## config.mk

```make
export PLATFORM = sky130hd
export DESIGN_NAME = mem_ctrl
export DESIGN_NICKNAME = d
export VERILOG_FILES = /design/src/rtl/mem_ctrl_pkg.sv /design/src/rtl/mem_ctrl_ext.sv /design/src/rtl/mem_ctrl.sv
export SDC_FILE = /design/constraint.sdc
export NUM_CORES = 1
export LEC_CHECK = 0
export BUFFER_PORTS_ARGS = -buffer_cell sky130_fd_sc_hd__buf_2
export CAP_MARGIN = 20
export CORE_ASPECT_RATIO = 1.5
export CORE_MARGIN = 5
export CORE_UTILIZATION = 48
export DETAILED_ROUTE_END_ITERATION = 12
export PLACE_DENSITY = 0.85
export SETUP_SLACK_MARGIN = 0.05
export SYNTH_ARGS = -nofsm -noshare
export SYNTH_HDL_FRONTEND = slang
export SYNTH_SLANG_ARGS = --single-unit
```

## constraint.sdc

```tcl
create_clock -name clk -period 3 [get_ports clk]
set_input_delay 0.6 -clock clk [delete_from_list [all_inputs] [get_ports clk]]
set_output_delay 0.6 -clock clk [all_outputs]
set_load 0.05 [all_outputs]
```

## src/rtl/mem_ctrl_pkg.sv

```systemverilog
`default_nettype none
// ============================================================================
// Module      : mem_ctrl_pkg
// Description : Shared encodings for the memory controller: access sizes,
//               direction, requester source, FSM states and IO window default.
// Revision    : 1.0 - initial release
// ============================================================================
package mem_ctrl_pkg;

    localparam logic [1:0]  SZ_BYTE  = 2'd0;
    localparam logic [1:0]  SZ_HALF  = 2'd1;
    localparam logic [1:0]  SZ_WORD  = 2'd2;

    localparam logic        WAY_LOAD  = 1'b0;
    localparam logic        WAY_STORE = 1'b1;

    localparam logic        SRC_LSB = 1'b0;
    localparam logic        SRC_IF  = 1'b1;

    localparam logic [31:0] IO_BASE_DEFAULT = 32'h0003_0000;
    localparam int unsigned IO_SPAN_DEFAULT = 8;

    typedef enum logic [1:0] {
        ST_IDLE  = 2'd0,
        ST_READ  = 2'd1,
        ST_WRITE = 2'd2,
        ST_DONE  = 2'd3
    } state_e;

    // Number of bus bytes for a size code; the unused code behaves as a word.
    function automatic logic [2:0] size_bytes(input logic [1:0] sz);
        case (sz)
            SZ_BYTE: return 3'd1;
            SZ_HALF: return 3'd2;
            default: return 3'd4;
        endcase
    endfunction

endpackage
`default_nettype wire

```

## src/rtl/mem_ctrl_ext.sv

```systemverilog
`default_nettype none
// ============================================================================
// Module      : mem_ext_unit
// Description : Combinational load extension of an assembled little-endian
//               value: sign or zero extension of byte and half loads.
// Revision    : 1.0 - initial release
// ============================================================================
module mem_ext_unit
    import mem_ctrl_pkg::*;
(
    input  logic [31:0] raw_i,
    input  logic [1:0]  size_i,
    input  logic        uns_i,
    output logic [31:0] ext_o
);

    // Replicate the top bit of the loaded field unless the load is unsigned.
    always_comb begin
        ext_o = raw_i;
        case (size_i)
            SZ_BYTE: ext_o = {{24{~uns_i & raw_i[7]}},  raw_i[7:0]};
            SZ_HALF: ext_o = {{16{~uns_i & raw_i[15]}}, raw_i[15:0]};
            default: ext_o = raw_i;
        endcase
    end

endmodule
`default_nettype wire

```

## src/rtl/mem_ctrl.sv

```systemverilog
`default_nettype none
// ============================================================================
// Module      : mem_ctrl
// Description : Arbitrates LSB and instruction-fetch requests and serialises
//               them into byte accesses on the 8-bit RAM/IO bus.
// Revision    : 1.0 - initial release
// ============================================================================
module mem_ctrl
    import mem_ctrl_pkg::*;
#(
    parameter logic [31:0] IO_BASE = IO_BASE_DEFAULT,
    parameter int unsigned IO_SPAN = IO_SPAN_DEFAULT
) (
    input  logic        clk,
    input  logic        rst_n,
    input  logic        rdy,
    input  logic        need_cache,
    input  logic [2:0]  cache_size,
    input  logic [31:0] cache_addr,
    input  logic        cache_way,
    input  logic [31:0] cache_value,
    output logic        cache_ready,
    output logic [31:0] cache_result,
    input  logic        if_valid,
    input  logic [31:0] if_addr,
    output logic        if_ready,
    output logic [31:0] if_inst,
    input  logic        flush,
    input  logic [7:0]  mem_din,
    output logic [7:0]  mem_dout,
    output logic [31:0] mem_a,
    output logic        mem_wr,
    input  logic        io_buffer_full
);

    state_e      state_q, state_d;
    logic        src_q, src_d;
    logic        way_q, way_d;
    logic        uns_q, uns_d;
    logic [1:0]  size_q, size_d;
    logic [31:0] addr_q, addr_d;
    logic [31:0] value_q, value_d;
    logic [2:0]  cnt_q, cnt_d;
    logic [31:0] data_q, data_d;
    logic [31:0] mem_a_q, mem_a_d;
    logic [7:0]  mem_dout_q, mem_dout_d;
    logic        wr_q, wr_d;

    logic [2:0]  w_nbytes;
    logic [2:0]  w_next;
    logic [1:0]  w_cap_idx;
    logic [31:0] w_io_off;
    logic        w_stall;
    logic        w_done;
    logic [31:0] w_ext;

    assign w_nbytes  = size_bytes(size_q);
    assign w_next    = cnt_q + 3'd1;
    // Read byte captured in counter step c belongs to lane c-2.
    assign w_cap_idx = cnt_q[1:0] - 2'd2;
    // Unsigned offset test also handles windows near the top of the space.
    assign w_io_off  = mem_a_q - IO_BASE;
    assign w_stall   = wr_q & (w_io_off < 32'(IO_SPAN)) & io_buffer_full;

    // Register the state machine and the byte-sequencer datapath.
    always_ff @(posedge clk or negedge rst_n) begin
        if (!rst_n) begin
            state_q    <= ST_IDLE;
            src_q      <= SRC_LSB;
            way_q      <= WAY_LOAD;
            uns_q      <= 1'b0;
            size_q     <= SZ_BYTE;
            addr_q     <= 32'd0;
            value_q    <= 32'd0;
            cnt_q      <= 3'd0;
            data_q     <= 32'd0;
            mem_a_q    <= 32'd0;
            mem_dout_q <= 8'd0;
            wr_q       <= 1'b0;
        end else begin
            state_q    <= state_d;
            src_q      <= src_d;
            way_q      <= way_d;
            uns_q      <= uns_d;
            size_q     <= size_d;
            addr_q     <= addr_d;
            value_q    <= value_d;
            cnt_q      <= cnt_d;
            data_q     <= data_d;
            mem_a_q    <= mem_a_d;
            mem_dout_q <= mem_dout_d;
            wr_q       <= wr_d;
        end
    end

    // Arbitration, next-state and bus sequencing; everything holds while rdy is low.
    always_comb begin
        state_d    = state_q;
        src_d      = src_q;
        way_d      = way_q;
        uns_d      = uns_q;
        size_d     = size_q;
        addr_d     = addr_q;
        value_d    = value_q;
        cnt_d      = cnt_q;
        data_d     = data_q;
        mem_a_d    = mem_a_q;
        mem_dout_d = mem_dout_q;
        wr_d       = wr_q;
        if (rdy) begin
            case (state_q)
                ST_IDLE: begin
                    cnt_d  = 3'd0;
                    data_d = 32'd0;
                    wr_d   = 1'b0;
                    if (need_cache) begin
                        src_d   = SRC_LSB;
                        way_d   = cache_way;
                        size_d  = cache_size[1:0];
                        uns_d   = cache_size[2];
                        addr_d  = cache_addr;
                        value_d = cache_value;
                        state_d = (cache_way == WAY_STORE) ? ST_WRITE : ST_READ;
                    end else if (if_valid && !flush) begin
                        src_d   = SRC_IF;
                        way_d   = WAY_LOAD;
                        size_d  = SZ_WORD;
                        uns_d   = 1'b1;
                        addr_d  = if_addr;
                        state_d = ST_READ;
                    end
                end
                ST_READ: begin
                    if (src_q == SRC_IF && flush) begin
                        state_d = ST_IDLE;
                    end else begin
                        // Address issue runs two steps ahead of data capture.
                        if (cnt_q < w_nbytes) begin
                            mem_a_d = addr_q + 32'(cnt_q);
                        end
                        if (cnt_q >= 3'd2) begin
                            data_d[{w_cap_idx, 3'b000} +: 8] = mem_din;
                        end
                        if (cnt_q == w_nbytes + 3'd1) begin
                            state_d = ST_DONE;
                        end
                        cnt_d = w_next;
                    end
                end
                ST_WRITE: begin
                    if (!wr_q) begin
                        // Setup step: present the first byte.
                        mem_a_d    = addr_q + 32'(cnt_q);
                        mem_dout_d = value_q[{cnt_q[1:0], 3'b000} +: 8];
                        wr_d       = 1'b1;
                    end else if (!w_stall) begin
                        if (cnt_q == w_nbytes - 3'd1) begin
                            wr_d    = 1'b0;
                            state_d = ST_DONE;
                        end else begin
                            cnt_d      = w_next;
                            mem_a_d    = addr_q + 32'(w_next);
                            mem_dout_d = value_q[{w_next[1:0], 3'b000} +: 8];
                        end
                    end
                end
                default: begin
                    state_d = ST_IDLE;
                end
            endcase
        end
    end

    mem_ext_unit u_ext (
        .raw_i  (data_q),
        .size_i (size_q),
        .uns_i  (uns_q),
        .ext_o  (w_ext)
    );

    assign w_done       = rdy & (state_q == ST_DONE);
    assign cache_ready  = w_done & (src_q == SRC_LSB);
    assign if_ready     = w_done & (src_q == SRC_IF) & ~flush;
    assign cache_result = (cache_ready && way_q == WAY_LOAD) ? w_ext : 32'd0;
    assign if_inst      = if_ready ? w_ext : 32'd0;
    assign mem_a        = mem_a_q;
    assign mem_dout     = mem_dout_q;
    assign mem_wr       = rdy & wr_q & ~w_stall;

endmodule
`default_nettype wire

```

==> metrics.txt <==
result of the run=finished, violations left; failing checks=setup timing; Final Skew=0.00828 ns; DP Cell Count=1,222; area taken by multi-input logic gates=4230 sq um; Num CTS Buffers=17; minimum hold slack=0.395 ns; critical path launch point type=flip-flop; terminating pin of the worst hold path=size_q[0]$_DFFE_PN0P_; portion of netlist area occupied by mux cells=18.5%; Slowest-stage cell, CP=or4_2; longest individual stage delay on the worst path=0.67 ns; Setup Total Neg Slack=-0.358 ns; maximum number of pins on one net before global-route repair=86; clock network latency to the later pin of the worst-skew pair=0.42 ns; number of design-rule violations left by the first detailed-router iteration=360; Final Slew Violations=0; post-synthesis cell type with the largest combined area=dfrtp_1; required time at the endpoint of the critical path=2.40 ns; startpoint of the lowest-slack register-to-register path=mem_a[21]$_DFFE_PN0P_; initial antenna violation count=3; total number of vias=6,731; count of nets after finishing=1,169; overall die area=19,500 sq um; worst min-delay path category=input pin to flip-flop; critical setup path kind=flip-flop to output port; post-synthesis share of cell area spent on full adders, half adders and majority gates=3.30%; top cells by area in the synthesized netlist=dfrtp_1 (46%), mux2_2 (6.3%), nand2_1 (5.9%); Core Box Area=16,600 sq um; maximum clock path buffer count=2; wire length of the first global-routing pass=34,100 um; core utilization of the finished layout=62.3%; buffers added on ports=221; total power density per cell area=1050 nW/um^2; Max FO, Critical Path=2; worst endpoint data arrival time=2.76 ns; combinational family with the most area after synthesis=multiplexers; number of standard cells in the layout, taps in and fillers out=1,260; total grt overflow=0; fraction of layout instances using a drive strength above 1=39.4%; unique cell type count in the Yosys netlist=63; Yosys top cell area share=45.7%; Final min period=3.36 ns; synthesized netlist net count=922; cell chain of the critical path=or4_4 -> or4_2 -> or3_4 -> and3_4 -> buf_8; clock tree root buffer cell=clkbuf_16; footprint of the flip-flops and latches=3680 sq um; proportion of synthesized chip area in sequential cells=45.7%; Netlist Area Pre-Place=8040 sq um; number of remaining DRC errors=0; number of setup violations in the final report=1; final wirelength=21,400 um; Hold Crit Depth=2; number of primary I/O pins=222; count of antenna-violating nets left after detailed routing=0; Most used DFF post-synth=dfrtp_1; flip-flop and latch count after synthesis=147; unrepaired setup endpoints after global routing=true; Post-synth EDFFs=0; Mean Syn Cell Area=10.2 sq um; count of warnings emitted by yosys=0; top cells by count, synth=dfrtp_1 (147), nand2_1 (126), nor2_1 (90); count of standard-cell rows=58; gr usage total=22.2%; maximum clock frequency=298 MHz; die extent in y=169 um; CTS tree=yes; detail-routed net length per standard cell=17.0 um; clock slew seen by the registers of the worst setup and hold paths=0.06 ns; hold path startpoint=cache_size[0]; smallest setup slack after layout=-0.358 ns; share of the synthesized area in compound gates (AO/OA/AOI/OAI)=8.09%; placer congestion estimate=0.841; simple-gate portion of the synthesized area=17.5%; setup slack, reg-to-reg=0.13 ns; number of hold-slack violations in the final timing report=0; measured slew at the worst slew-check pin=0.946 ns; final critical-path share of the clock period=112%; starting utilization of the core area=48.4%; number of fill cells in the layout=1,300; P&R area growth vs syn=28.8%; CP endpoint kind=output port; Lkg Pwr=5.05 nW; post-detailed-route via-to-cell ratio=5.34; number of sinks on the clock net=147; RR Endpoint=mem_a[29]$_DFFE_PN0P_; most repeated cell in the gate-level netlist after synthesis=dfrtp_1; share of flip-flops with an asynchronous set or reset after synthesis=100%; width of the die=116 um; count of TritonRoute iterations in the first routing pass=5; DPL Wire Length=16,000 um; worst r2r path cells=8; worst slew margin relative to its limit=36.5%; Mapped Cells=787; maximum capacitance violations=0; CTS H-tree lvls=4; post-synthesis share of cell area spent on xor and xnor gates=3.81%; via count of the first global-routing pass=6,962; VDD IR max=0.000997 V
[report_power, final]
group	internal [mW]	leakage [nW]	switching (mW)
Sequential	2.79	1.86	0.711
Combinational	2.18	2.88	3.00
Clock	1.37	0.305	0.870
[worst max-delay path by stage]
stage	start	endpoint	slack, ns
3_5_place_dp	io_buffer_full	mem_wr	-0.13
3_3_place_gp	io_buffer_full	mem_wr	-0.13
5_1_grt	mem_a[21]$_DFFE_PN0P_	mem_wr	-0.41
4_1_cts	mem_a[21]$_DFFE_PN0P_	mem_wr	-0.42
2_1_floorplan	rdy	cache_result[21]	-0.15
6_report	mem_a[21]$_DFFE_PN0P_	mem_wr	-0.36
[layout by cell type (no fill, tap or decap), types with 6 or more instances in the layout]
| cell | n |
|---|---|
| xnor2_1 | 26 |
| nand4_1 | 10 |
| mux2_4 | 29 |
| nor4_1 | 6 |
| clkbuf_16 | 17 |
| nor2_2 | 9 |
| mux2i_1 | 34 |
| nor2_1 | 74 |
| ha_1 | 18 |
| and3_1 | 6 |
| and2_1 | 20 |
| mux4_2 | 8 |
| xor2_1 | 9 |
| nor2_4 | 7 |
| nand2_1 | 123 |
| buf_4 | 37 |
| nor3_1 | 6 |
| a21oi_1 | 11 |
| dfrtp_1 | 144 |
| o21ai_0 | 69 |
| mux2_2 | 45 |
| inv_1 | 17 |
| buf_2 | 215 |
| nand3_1 | 20 |
[final cells by class]
type / count / area share [%]
antenna: 3 / 0.0725
clock buffer: 19 / 4.37
clock inverter: 13 / 1.67
inverter: 17 / 0.616
multi-input combinational: 589 / 40.9
sequential: 147 / 35.6
tap: 210 / 2.54
timing repair buffer: 262 / 14.3
[what timing repair did]
action                                  CTS  global route
hold endpoints to repair                 12             0
endpoints found under the setup margin   19            69
buffers inserted                          1             1
gates resized for setup                   7             9
hold buffers                              1             0
pin swaps                                 2             2
[metrics by stage]
| stage | setup slack (ns) | power [mW] | area (sq um) |
|---|---|---|---|
| CTS | -0.417 | 10.9 | 10300 |
| finish | -0.358 | 10.9 | 10400 |
| global route | -0.410 | 11.6 | 10400 |
| global placement | -0.126 | 8.40 | 9630 |
| detailed placement | -0.126 | 8.61 | 9630 |
| floorplan | -0.147 | 7.22 | 8130 |
[worst max-delay path, delay by kind of cell, from the launching register on]
family	cells	cell delay (ns)
flops	1	0.40
simple gates	4	1.80
buf+inv	1	0.14
[layer usage]
metal	routed length [um]	up-vias	part of all wire, %	GRT usage (%)
li1	-	3228	-	-
met1	7730	3233	36	24.2
met2	11700	210	55	40.4
met3	1030	60	4.8	3.47
met4	935	0	4.4	12.1
met5	0	-	0	0
[cell families (layout without fill, tap and decap cells)]
| family | count (synthesis) | in the layout |
|---|---|---|
| AOI/OAI and AO/OA | 110 | 110 |
| xor gates and xnor gates | 35 | 35 |
| adders and majority gates | 20 | 20 |
| buffers and inverters | 51 | 311 |
| DFF | 147 | 147 |
| muxes | 117 | 117 |
| other | 0 | 3 |
| and+or+nand+nor | 307 | 307 |
[registers in the layout (all words and copies together), names as in the netlist]
signal and flops:
size_q 2, data_q 32, way_q 1, value_q 32, addr_q 32, wr_q 1, mem_dout 8, uns_q 1
cnt_q 3, mem_a 32, state_q 2, src_q 1
Note: power is estimated with default switching activity, not from simulation.
